## src/rtl/sub_bus_rr_arbiter.sv

```systemverilog
// -----------------------------------------------------------------------------
// sub_bus_rr_arbiter
//
// Purpose:
//   Shares one downstream valid/ready channel among N_REQ upstream requesters.
//   One requester is granted at a time. Priority rotates after every grant, so
//   no requester can starve. The data path is purely combinational from the
//   registered grant state. There is no storage on the payload path.
//
// Build option (macro SUB_BUS_ARB_BURST_LOCK_EN):
//   defined   - a grant is held for a burst. It ends on a beat carrying last,
//               or on the MAX_BURST-th beat, whichever comes first.
//   undefined - every grant ends after exactly one beat. There is no beat
//               counter. out_last still mirrors the granted requester.
//
// Ports:
//   clk, rst      clock; asynchronous active-high reset
//   req_valid     per-requester valid                        [N_REQ]
//   req_data      per-requester payload (packed 2D)          [N_REQ][DATA_W]
//   req_last      per-requester end-of-burst marker          [N_REQ]
//   req_ready     per-requester ready, one-hot or zero       [N_REQ]
//   out_valid     downstream valid
//   out_data      downstream payload                         [DATA_W]
//   out_last      downstream last
//   out_src       index of the granted requester            [$clog2(N_REQ)]
//   out_ready     downstream ready
//   grant_busy    high while a grant is active
// -----------------------------------------------------------------------------
module sub_bus_rr_arbiter #(
    parameter int N_REQ     = 3,
    parameter int DATA_W    = 8,
    parameter int MAX_BURST = 4
) (
    input  logic                           clk,
    input  logic                           rst,
    input  logic [N_REQ-1:0]               req_valid,
    input  logic [N_REQ-1:0][DATA_W-1:0]   req_data,
    input  logic [N_REQ-1:0]               req_last,
    output logic [N_REQ-1:0]               req_ready,
    output logic                           out_valid,
    output logic [DATA_W-1:0]              out_data,
    output logic                           out_last,
    output logic [$clog2(N_REQ)-1:0]       out_src,
    input  logic                           out_ready,
    output logic                           grant_busy
);

    localparam int IDX_W = $clog2(N_REQ);

    typedef enum logic {
        ST_IDLE  = 1'b0,
        ST_GRANT = 1'b1
    } state_t;

    if (N_REQ < 2 || N_REQ > 8 || MAX_BURST < 1) begin : g_param_check
        $error("sub_bus_rr_arbiter: parameter out of range");
    end

    // Adds an offset to a requester index and wraps it modulo N_REQ.
    // Offsets never exceed N_REQ, so a single subtraction is enough.
    function automatic logic [IDX_W-1:0] wrap_add(input logic [IDX_W-1:0] base,
                                                  input int unsigned     off);
        int unsigned sum;
        sum = 32'(base) + off;
        if (sum >= N_REQ) begin
            sum = sum - N_REQ;
        end else begin
            sum = sum;
        end
        return IDX_W'(sum);
    endfunction

    state_t           r_state;
    state_t           w_state_nxt;
    logic [IDX_W-1:0] r_gnt_idx;
    logic [IDX_W-1:0] w_gnt_nxt;
    logic [IDX_W-1:0] r_rr_ptr;
    logic [IDX_W-1:0] w_ptr_nxt;
    logic [IDX_W-1:0] w_pick;
    logic             w_any_req;
    logic             w_beat;
    logic             w_release;

    assign w_beat = (r_state == ST_GRANT) & req_valid[r_gnt_idx] & out_ready;

`ifdef SUB_BUS_ARB_BURST_LOCK_EN
    localparam int CNT_W = $clog2(MAX_BURST + 1);

    logic [CNT_W-1:0] r_beat_cnt;
    logic [CNT_W-1:0] w_beat_cnt_nxt;
    logic             w_burst_end;

    // When last and the burst limit land on the same beat, this still gives a single release.
    assign w_burst_end = ((r_beat_cnt + CNT_W'(1)) == CNT_W'(MAX_BURST));
    assign w_release   = w_beat & (req_last[r_gnt_idx] | w_burst_end);

    // Beat counter next value: cleared between grants, and it holds while stalled.
    always_comb begin
        w_beat_cnt_nxt = r_beat_cnt;
        if ((r_state == ST_IDLE) || w_release) begin
            w_beat_cnt_nxt = {CNT_W{1'b0}};
        end else if (w_beat) begin
            w_beat_cnt_nxt = r_beat_cnt + CNT_W'(1);
        end else begin
            w_beat_cnt_nxt = r_beat_cnt;
        end
    end

    // Beat counter register.
    always_ff @(posedge clk or posedge rst) begin
        if (rst) begin
            r_beat_cnt <= {CNT_W{1'b0}};
        end else begin
            r_beat_cnt <= w_beat_cnt_nxt;
        end
    end
`else
    assign w_release = w_beat;
`endif

    // Round-robin search: the first valid requester at or above rr_ptr, wrapping around.
    always_comb begin
        w_any_req = 1'b0;
        w_pick    = r_rr_ptr;
        for (int i = 0; i < N_REQ; i++) begin
            if (!w_any_req && req_valid[wrap_add(r_rr_ptr, i)]) begin
                w_any_req = 1'b1;
                w_pick    = wrap_add(r_rr_ptr, i);
            end else begin
                w_any_req = w_any_req;
            end
        end
    end

    // FSM state register, together with the grant index and the rotation pointer.
    always_ff @(posedge clk or posedge rst) begin
        if (rst) begin
            r_state   <= ST_IDLE;
            r_gnt_idx <= {IDX_W{1'b0}};
            r_rr_ptr  <= {IDX_W{1'b0}};
        end else begin
            r_state   <= w_state_nxt;
            r_gnt_idx <= w_gnt_nxt;
            r_rr_ptr  <= w_ptr_nxt;
        end
    end

    // FSM next state: arbitrate in IDLE, and release on the final beat of a grant.
    always_comb begin
        w_state_nxt = r_state;
        w_gnt_nxt   = r_gnt_idx;
        w_ptr_nxt   = r_rr_ptr;
        case (r_state)
            ST_IDLE: begin
                if (w_any_req) begin
                    w_state_nxt = ST_GRANT;
                    w_gnt_nxt   = w_pick;
                end else begin
                    w_state_nxt = ST_IDLE;
                end
            end
            ST_GRANT: begin
                if (w_release) begin
                    w_state_nxt = ST_IDLE;
                    w_ptr_nxt   = wrap_add(r_gnt_idx, 32'd1);
                end else begin
                    w_state_nxt = ST_GRANT;
                end
            end
            default: begin
                w_state_nxt = ST_IDLE;
            end
        endcase
    end

    // FSM outputs: route the granted requester to the downstream channel; drive zeros in IDLE.
    always_comb begin
        out_valid = 1'b0;
        out_data  = {DATA_W{1'b0}};
        out_last  = 1'b0;
        req_ready = {N_REQ{1'b0}};
        case (r_state)
            ST_GRANT: begin
                out_valid            = req_valid[r_gnt_idx];
                out_data             = req_data[r_gnt_idx];
                out_last             = req_last[r_gnt_idx];
                req_ready[r_gnt_idx] = out_ready;
            end
            default: begin
                out_valid = 1'b0;
            end
        endcase
    end

    assign out_src    = r_gnt_idx;
    assign grant_busy = (r_state == ST_GRANT);

endmodule

```

## config.mk

```make
export PLATFORM = sky130hd
export DESIGN_NAME = sub_bus_rr_arbiter
export DESIGN_NICKNAME = d
export VERILOG_FILES = /design/src/rtl/sub_bus_rr_arbiter.sv
export SDC_FILE = /design/constraint.sdc
export NUM_CORES = 1
export LEC_CHECK = 0
export CORE_UTILIZATION = 38
export CTS_CLUSTER_DIAMETER = 80
export DETAILED_ROUTE_END_ITERATION = 12
export PLACE_DENSITY = 0.85
export SLEW_MARGIN = 10
export SYNTH_ARGS = -nofsm -noshare
export SYNTH_HDL_FRONTEND = slang
export SYNTH_SLANG_ARGS = --single-unit
```

## constraint.sdc

```tcl
create_clock -name clk -period 3.16 [get_ports clk]
set_input_delay 0.79 -clock clk [delete_from_list [all_inputs] [get_ports clk]]
set_output_delay 0.79 -clock clk [all_outputs]
set_load 0.01 [all_outputs]
```

* After elaboration in Yosys (flattened, before gate mapping)
Cells that the tools add are included.
W data, S select, Z words.
** Operators by class
- $add $sub $neg :: 7
- Multiply operators :: 0
- Div/mod/pow operators :: 0
- Magnitude comparators :: 9
- Eq/ne operators :: 0
- Shifts and indexed selects :: 0
- Muxes and demuxes :: 31
- Bitwise operators :: 4
- Reduce and logical (&&, ||, !) cells :: 7
** Operators with widths (number)
- $bmux W8 S2 :: 1
- $mux W8 :: 2
- $mux W2 :: 7
- $mux W1 :: 13
- $lt A2 B3 Y1 const B :: 4
- $bmux W1 S2 :: 5
- $ge A3 B2 Y1 const B :: 3
- $sub A2 B2 Y2 const B :: 4
- $add A2 B1 Y3 const B :: 2
- $reduce_and A2 Y1 :: 2
- $add A2 B2 Y3 const B :: 1
- $and A3 B3 Y3 :: 1
- $logic_and A1 B1 Y1 :: 3
- $mux W3 :: 1
- $and A1 B1 Y1 :: 2
- $demux W1 S2 :: 1
- $ge A2 B1 Y1 const B :: 1
- $ge A2 B2 Y1 const B :: 1
- $logic_not A1 Y1 :: 2
- $pmux W1 S2 :: 1
- $not A1 Y1 :: 1
** Word-level totals
- Bits in registers :: 5
- Latch bits :: 0
- Bits in writable memories :: 0
- Memory bits (read-only) :: 0
- Bits of input ports :: 33
- Output and inout port bits :: 16
- Word-level logic and storage cells :: 61
- Memories kept :: 0

* Longest topological paths before layout
Gate-level depths: netlist (run 1).
- Word-level depth :: 13
- Depth in mapped cells :: 8
- Gate-level depth less buffers :: 7

* Worst setup path before layout (run 1)
Ideal clock, no wire load.
- Path type :: flip-flop to output port
- Start point :: register r_gnt_idx[0], in the netlist out_src[0]
- End point :: output req_ready[0]
- Data arrival time :: 1.243 ns
- Required time :: 2.370 ns
- Slack :: 1.127 ns
- Stages on the path, launching flop included :: 5
- Buffers on the path :: 1
- Path through :: dfrtp_1 -> buf_2 -> inv_1 -> ha_1 -> and3_1
** On the way
- Word-level cells in the longest chain between the ends :: 6
- Elaborated cells on any way between the ends :: 7
- Classes of those cells :: order compare (2); mux (3); bitwise (1); reduce/logical (1)
** RTL lines
- start: declaration :: line 75 : logic [IDX_W-1:0] r_gnt_idx;
- start signal: assignment :: line 139 : r_gnt_idx <= {IDX_W{1'b0}};
- start signal: assignment :: line 143 : r_gnt_idx <= w_gnt_nxt;
- $lt A2 B3 Y1 (not written as such) or $ge A2 B1 Y1 (tied branches) :: line 187 : req_ready[r_gnt_idx] = out_ready;
- $logic_and A1 B1 Y1 (not written as such) :: line 187
- $mux W1 (not written as such) :: line 187
- $demux W1 S2 (*) :: line 187
- $and A3 B3 Y3 (no line) (*)
- $mux W3 (*) :: line 182 : case (r_state)
- end: declaration :: line 39 : output logic [N_REQ-1:0] req_ready,
Mark *: on every way between the ends. The rest lies on a longest branch, timed or not.

* Worst setup path in the final report (run 1)
- Start point :: input req_valid[0]
- End point :: output out_valid
** On the way
- Word-level cells in the longest chain between the ends :: 3
** RTL lines
- start: declaration :: line 36 : input logic [N_REQ-1:0] req_valid,
- $bmux W1 S2 :: line 184 : out_valid = req_valid[r_gnt_idx];
- $mux W1 (not written as such) :: line 184
- $mux W1 :: line 182
- end: declaration :: line 40 : output logic out_valid,
Every way passes these cells. The select of a mux whose other input is x is not followed.

==> impl_metrics.ini, run 1 <==
[floorplanning]
core_area_um2 = 1760
ios = 49
rows = 15
start_util = 0.418
die_h_um = 46.0
die_w_um = 46.0
die-area_um2 = 2120

[power]
p_leak_uw = 0.000558
cellPowerDensity_nw_per_um2 = 840
p_switching_uw = 491
ir_worst_vdd_uv = 744
cellInternalPower_uw = 580
p_comb_frac = 0.772
seqPwrFrac = 0.161
clkPwrFrac = 0.067
swShare = 0.459

[critical_path]
critPathTopFamily = buffers and inverters
required_ns = 2.37
path_cells = clkdlybuf4s50_1 -> mux2i_1 -> o21ai_0 -> and2_1 -> clkdlybuf4s50_1
critPathCaptureType = output port
regToRegSetupSlack_ns = 1.15
worstPathArrival_ns = 2.29
cp_num_buf_inv = 2
crit_fanout = 2
cpPeakStageDelay_ns = 0.55
cp_slowest_cell = clkdlybuf4s50_1
crit_path_frequent_cell = clkdlybuf4s50_1
start_kind = input port
crit_type = in2out

[grt]
grt_max_degree = 17
grt_pass1_vias = 778
grt_usage = 0.223
antenna_found_initial = 0
gr-total-overflow = 0
grt_pass1_wl_mm = 3.41

[routing]
dr.pass1.iters = 4
via_count = 893
final_antenna_net_count = 0
via_per_inst = 5.07
wl_per_cell_um = 13.0
wl_mm = 2.29
drc_errors = 0
drt_iter0_drc = 19

[clock_network]
cts_buffers = 3
hold_buffers = 0
post_cts_resized = 0
cts.sinks = 5
clock_latency_ns = 0.24
path_clk_slew_ns = 0.04
clockRootBuffer = clkbuf_4
cts-htree-levels = 1
post_cts_buffers = 0
tritoncts = built
max-clock-path-buffers = 2

[yosys]
synth_top_area_frac = 0.190
synthesis.nets = 141
yosysMostFrequentCell = nor2_1
ys_async_sr_fraction = 1.00
synth-edff-count = 0
syn_area_um2 = 737
ys_seq_area_frac = 0.170
avgSynthCellArea_um2 = 7.30
ys_types = 27
synth_area_leaders = mux2i_1 (19%), dfrtp_1 (17%), ha_1 (12%)
synth_commonest_cells = nor2_1 (22), mux2i_1 (14), a21oi_1 (12), ha_1 (7), inv_1 (6)
synthFlopType = dfrtp_1
synthCells = 101
ys_ff_latch = 5
yosys_warnings = 0
synth_area_leader_cell = mux2i_1

[timing]
relSlewSlack = 0.527
final_max_slew_viol_count = 0
max_clock_freq_mhz = 324
worst_pin_slew_ns = 0.710
tns_ns = 0
rsz0062_at_grt = no
skew_ns = 0.00170
finalSetupViolations = 0
fin_crit_sh = 0.975
min_period_ns = 3.08
hold_viol_final = 0

[placed_design]
dpl.hpwl_mm = 1.85
gp_congestion = 0.843
port_buffers = 48

[final_layout]
fill_cells = 145
final_util = 0.723
antenna_cells = 0
drive_gt1_frac = 0.0662
fin_nets = 192
area_delta_synth_final_pct = 73.0

[run]
maxCapViolations = 0

[min_path]
hold_class = reg2reg

[run_status]
status = finished clean
## final cells by class
cell class	instances	area [um2]	share of cell area
clock buffer	4	26.3	0.0206
inverter	6	22.5	0.0177
multi-input combinational	84	559	0.439
sequential	5	125	0.0981
tap	25	31.3	0.0245
timing repair buffer	52	510	0.400
## cells in the final DEF (no fill, tap or decap), drive strengths merged
cell,netlist,routed
a21oi,12,12
a32o,2,2
and2,1,1
and3,4,4
buf,4,4
clkbuf,2,4
clkdlybuf4s50,0,48
dfrtp,5,5
ha,7,7
inv,6,6
mux2,1,1
mux2i,14,14
nand2,5,5
nand2b,2,2
nand3b,1,1
nor2,22,22
nor2b,1,1
nor3,2,2
nor4,1,1
o21ai,4,4
o22ai,2,2
o31ai,1,1
o32ai,1,1
or2,1,1
## layer usage
layer | vias up | routed length (um) | GRT usage
li1 | 451 | - | -
met1 | 428 | 944 | 0.285
met2 | 14 | 1330 | 0.394
met3 | 0 | 21 | 0.0238
met4 | 0 | 0 | 0.0529
met5 | - | 0 | 0
## sequential cells by signal (all words and copies together) (netlist names)
signal / flops
out_src: 2
r_rr_ptr: 2
grant_busy: 1
## logic make-up (layout without fill, tap and decap cells)
| family | after synthesis | in the layout | share of synthesized area |
|---|---|---|---|
| simple gates | 40 | 40 | 0.253 |
| compound gates | 22 | 22 | 0.182 |
| flops | 5 | 5 | 0.170 |
| fa+ha+maj | 7 | 7 | 0.119 |
| mux | 15 | 15 | 0.205 |
| buf+inv | 12 | 62 | 0.0713 |
## per-stage QoR
stage / std cells / worst slack (ns) / hold slack (ns) / total power, uW / instance area, um2
floorplan: 101 / 1.13 / 0.508 / 659 / 737
CTS: 176 / 0.0747 / 0.564 / 1070 / 1270
global route: 176 / 0.0450 / 0.590 / 1170 / 1270
global placement: 172 / 0.0864 / 0.554 / 974 / 1250
finish: 176 / 0.0783 / 0.564 / 1070 / 1270
detailed placement: 172 / 0.0771 / 0.553 / 992 / 1250
## power groups by stage
| stage | clock, uW | sequential, uW | combinational, uW |
|---|---|---|---|
| 3_5_place_dp | 0 | 173 | 819 |
| 3_3_place_gp | 0 | 174 | 799 |
| 5_1_grt | 83.8 | 181 | 906 |
| 4_1_cts | 76.9 | 172 | 822 |
| 2_1_floorplan | 0 | 137 | 523 |
| 6_report | 71.7 | 173 | 826 |
## path summary, 6_finish.rpt
kind | start | to | depth (start not counted)
max | req_valid[0] | out_valid | 5
min | r_rr_ptr[1]$_DFFE_PP0P_ | r_rr_ptr[1]$_DFFE_PP0P_ | 1
max reg2reg | r_rr_ptr[0]$_DFFE_PP0P_ | out_src[1]$_DFFE_PP0P_ | 7
min reg2reg | r_rr_ptr[1]$_DFFE_PP0P_ | r_rr_ptr[1]$_DFFE_PP0P_ | 1
max in group asynchronous | rst | r_rr_ptr[1]$_DFFE_PP0P_ | 2
min in group asynchronous | rst | out_src[1]$_DFFE_PP0P_ | 2
No activity file was read; power rests on OpenSTA's default activity.
==> inputs of run 2 (changes only) <==
--- a/config.mk
+++ b/config.mk
@@ -5,10 +5,10 @@
 export SDC_FILE = /design/constraint.sdc
 export NUM_CORES = 1
 export LEC_CHECK = 0
-export CORE_UTILIZATION = 38
+export CORE_UTILIZATION = 32
 export CTS_CLUSTER_DIAMETER = 80
 export DETAILED_ROUTE_END_ITERATION = 12
-export PLACE_DENSITY = 0.85
+export PLACE_DENSITY = 0.76
 export SLEW_MARGIN = 10
 export SYNTH_ARGS = -nofsm -noshare
 export SYNTH_HDL_FRONTEND = slang
==> constraint.sdc (replaced) <==
create_clock -name clk -period 2.64 [get_ports clk]
set_input_delay 0.66 -clock clk [delete_from_list [all_inputs] [get_ports clk]]
set_output_delay 0.66 -clock clk [all_outputs]
set_load 0.01 [all_outputs]
==> run 2 against run 1 <==
- hold slack better by 0.022 ns
- largest power group unchanged
- utilization fell by 11 points
- largest cell class unchanged
- non-clock buffer count increased by 3
- via count rose by 1.7%
- setup slack improved by 0.015 ns
- critical path depth fell by 2
- sequential share of layout area fell by 0.25 points
==> impl_metrics.ini, run 2 (synthesis results as in run 1) <==
[run_status]
status = finished clean

[timing]
final_max_slew_viol_count = 0
worst_pin_slew_ns = 0.359
rsz0062_at_grt = no
min_period_ns = 2.55
setup_slack_ns = 0.0931
relSlewSlack = 0.760
hold_viol_final = 0
max_clock_freq_mhz = 393
fin_crit_sh = 0.965
tns_ns = 0
finalSetupViolations = 0
skew_ns = 0.000718

[critical_path]
start_kind = input port
worstPathArrival_ns = 1.89
crit_type = in2out
path_cells = clkdlybuf4s50_1 -> and3_1 -> clkdlybuf4s50_1
crit_fanout = 4
crit_path_frequent_cell = clkdlybuf4s50_1
required_ns = 1.98
regToRegSetupSlack_ns = 0.65
cpPeakStageDelay_ns = 0.54
critPathCaptureType = output port
cp_slowest_cell = clkdlybuf4s50_1

[clock_network]
path_clk_slew_ns = 0.04
clock_latency_ns = 0.24
cts_buffers = 3
clockRootBuffer = clkbuf_4
tritoncts = built
max-clock-path-buffers = 2
cts-htree-levels = 1
cts.sinks = 5

[power]
p_leak_uw = 0.000668
p_switching_uw = 594
cellInternalPower_uw = 705
p_comb_frac = 0.790
clkPwrFrac = 0.068
ir_worst_vdd_uv = 502
swShare = 0.458
cellPowerDensity_nw_per_um2 = 974
seqPwrFrac = 0.142

[placed_design]
gp_congestion = 0.773
placed_cell_area_um2 = 1280
dp_worst_setup_slack_ns = -0.235
port_buffers = 48
dpl.hpwl_mm = 1.84

[grt]
met2_usage = 0.393
gr-total-overflow = 0
antenna_found_initial = 0
grt.met3_usage = 0.00309
grtUsageMet1 = 0.211
busiest_layer = met2
grt_pass1_wl_mm = 3.96
grt_pass1_vias = 976
grt_max_degree = 13
grt_usage = 0.202

[final_layout]
fin_nets = 195
layout_common_cells = clkdlybuf4s50_1 (38), nor2_1 (22), mux2i_1 (14), a21oi_1 (12)
multi_input_area_um2 = 563
fin_area_um2 = 1330
final_util = 0.609
fill_cells = 210
antenna_cells = 0
area_delta_synth_final_pct = 81.0
drive_gt1_frac = 0.104
regArea_um2 = 128
final_common_cell = clkdlybuf4s50_1

[routing]
via_count = 908
final_antenna_net_count = 0
drt_iter0_drc = 17
wl_mm = 2.31
via_per_inst = 4.99
wl_per_cell_um = 12.7
dr.pass1.iters = 4
drc_errors = 0

[floorplanning]
die_w_um = 50.0
start_util = 0.336
die_h_um = 50.0
core_area_um2 = 2190
ios = 49
rows = 17
die-area_um2 = 2500

[run]
maxCapViolations = 0

[min_path]
hold_class = reg2reg
==> run 2: layout make-up <==
| class | count | area share |
|---|---|---|
| repair buffers | 55 | 0.419 |
| flip-flops and latches | 5 | 0.0957 |
| well taps | 28 | 0.0263 |
| inverters | 6 | 0.0169 |
| clock buffers | 4 | 0.0197 |
| multi-input cells | 84 | 0.422 |
==> run 2: repair_timing <==
| item | in CTS | in global routing |
|---|---|---|
| hold buffers | 0 | 0 |
| pin swaps | 1 | 0 |
| resized for setup | 5 | 9 |
| hold endpoints to repair | 0 | 0 |
| setup endpoints to repair | 3 | 9 |
| buffers inserted | 1 | 0 |
==> run 2: layer usage <==
| layer | up-vias | routed length, um |
|---|---|---|
| li1 | 456 | - |
| met1 | 421 | 960 |
| met2 | 27 | 1250 |
| met3 | 4 | 52 |
| met4 | 0 | 46 |
| met5 | - | 0 |
==> run 2: metrics by stage <==
stage	power, uW	cells	hold WS [ns]
final	1300	182	0.586
after global routing	1420	182	0.611
after CTS	1320	182	0.589
after detailed placement	1230	177	0.579
after global placement	1200	177	0.550
after floorplan	789	101	0.439
==> run 2: power by group through the flow <==
stage | Combinational (uW) | Sequential (uW) | Clock [uW]
5_1_grt | 1130 | 195 | 96.0
4_1_cts | 1050 | 183 | 90.6
3_3_place_gp | 1020 | 180 | 0
3_5_place_dp | 1040 | 183 | 0
6_report | 1030 | 184 | 88.9
2_1_floorplan | 625 | 164 | 0
==> run 2: worst max-delay path: cells and delay by family <==
kind          cells  cell delay [ns]
buf+inv           2             1.06
simple gates      1             0.17
==> run 2: final timing paths <==
check                                           to  cells past startpoint               startpoint
setup / recovery                      req_ready[2]                      3                out_ready
hold / removal             r_rr_ptr[1]$_DFFE_PP0P_                      1  r_rr_ptr[1]$_DFFE_PP0P_
setup reg to reg            out_src[1]$_DFFE_PP0P_                      7  r_rr_ptr[0]$_DFFE_PP0P_
hold reg to reg            r_rr_ptr[1]$_DFFE_PP0P_                      1  r_rr_ptr[1]$_DFFE_PP0P_
max in group asynchronous   out_src[0]$_DFFE_PP0P_                      2                      rst
min in group asynchronous  r_rr_ptr[1]$_DFFE_PP0P_                      2                      rst
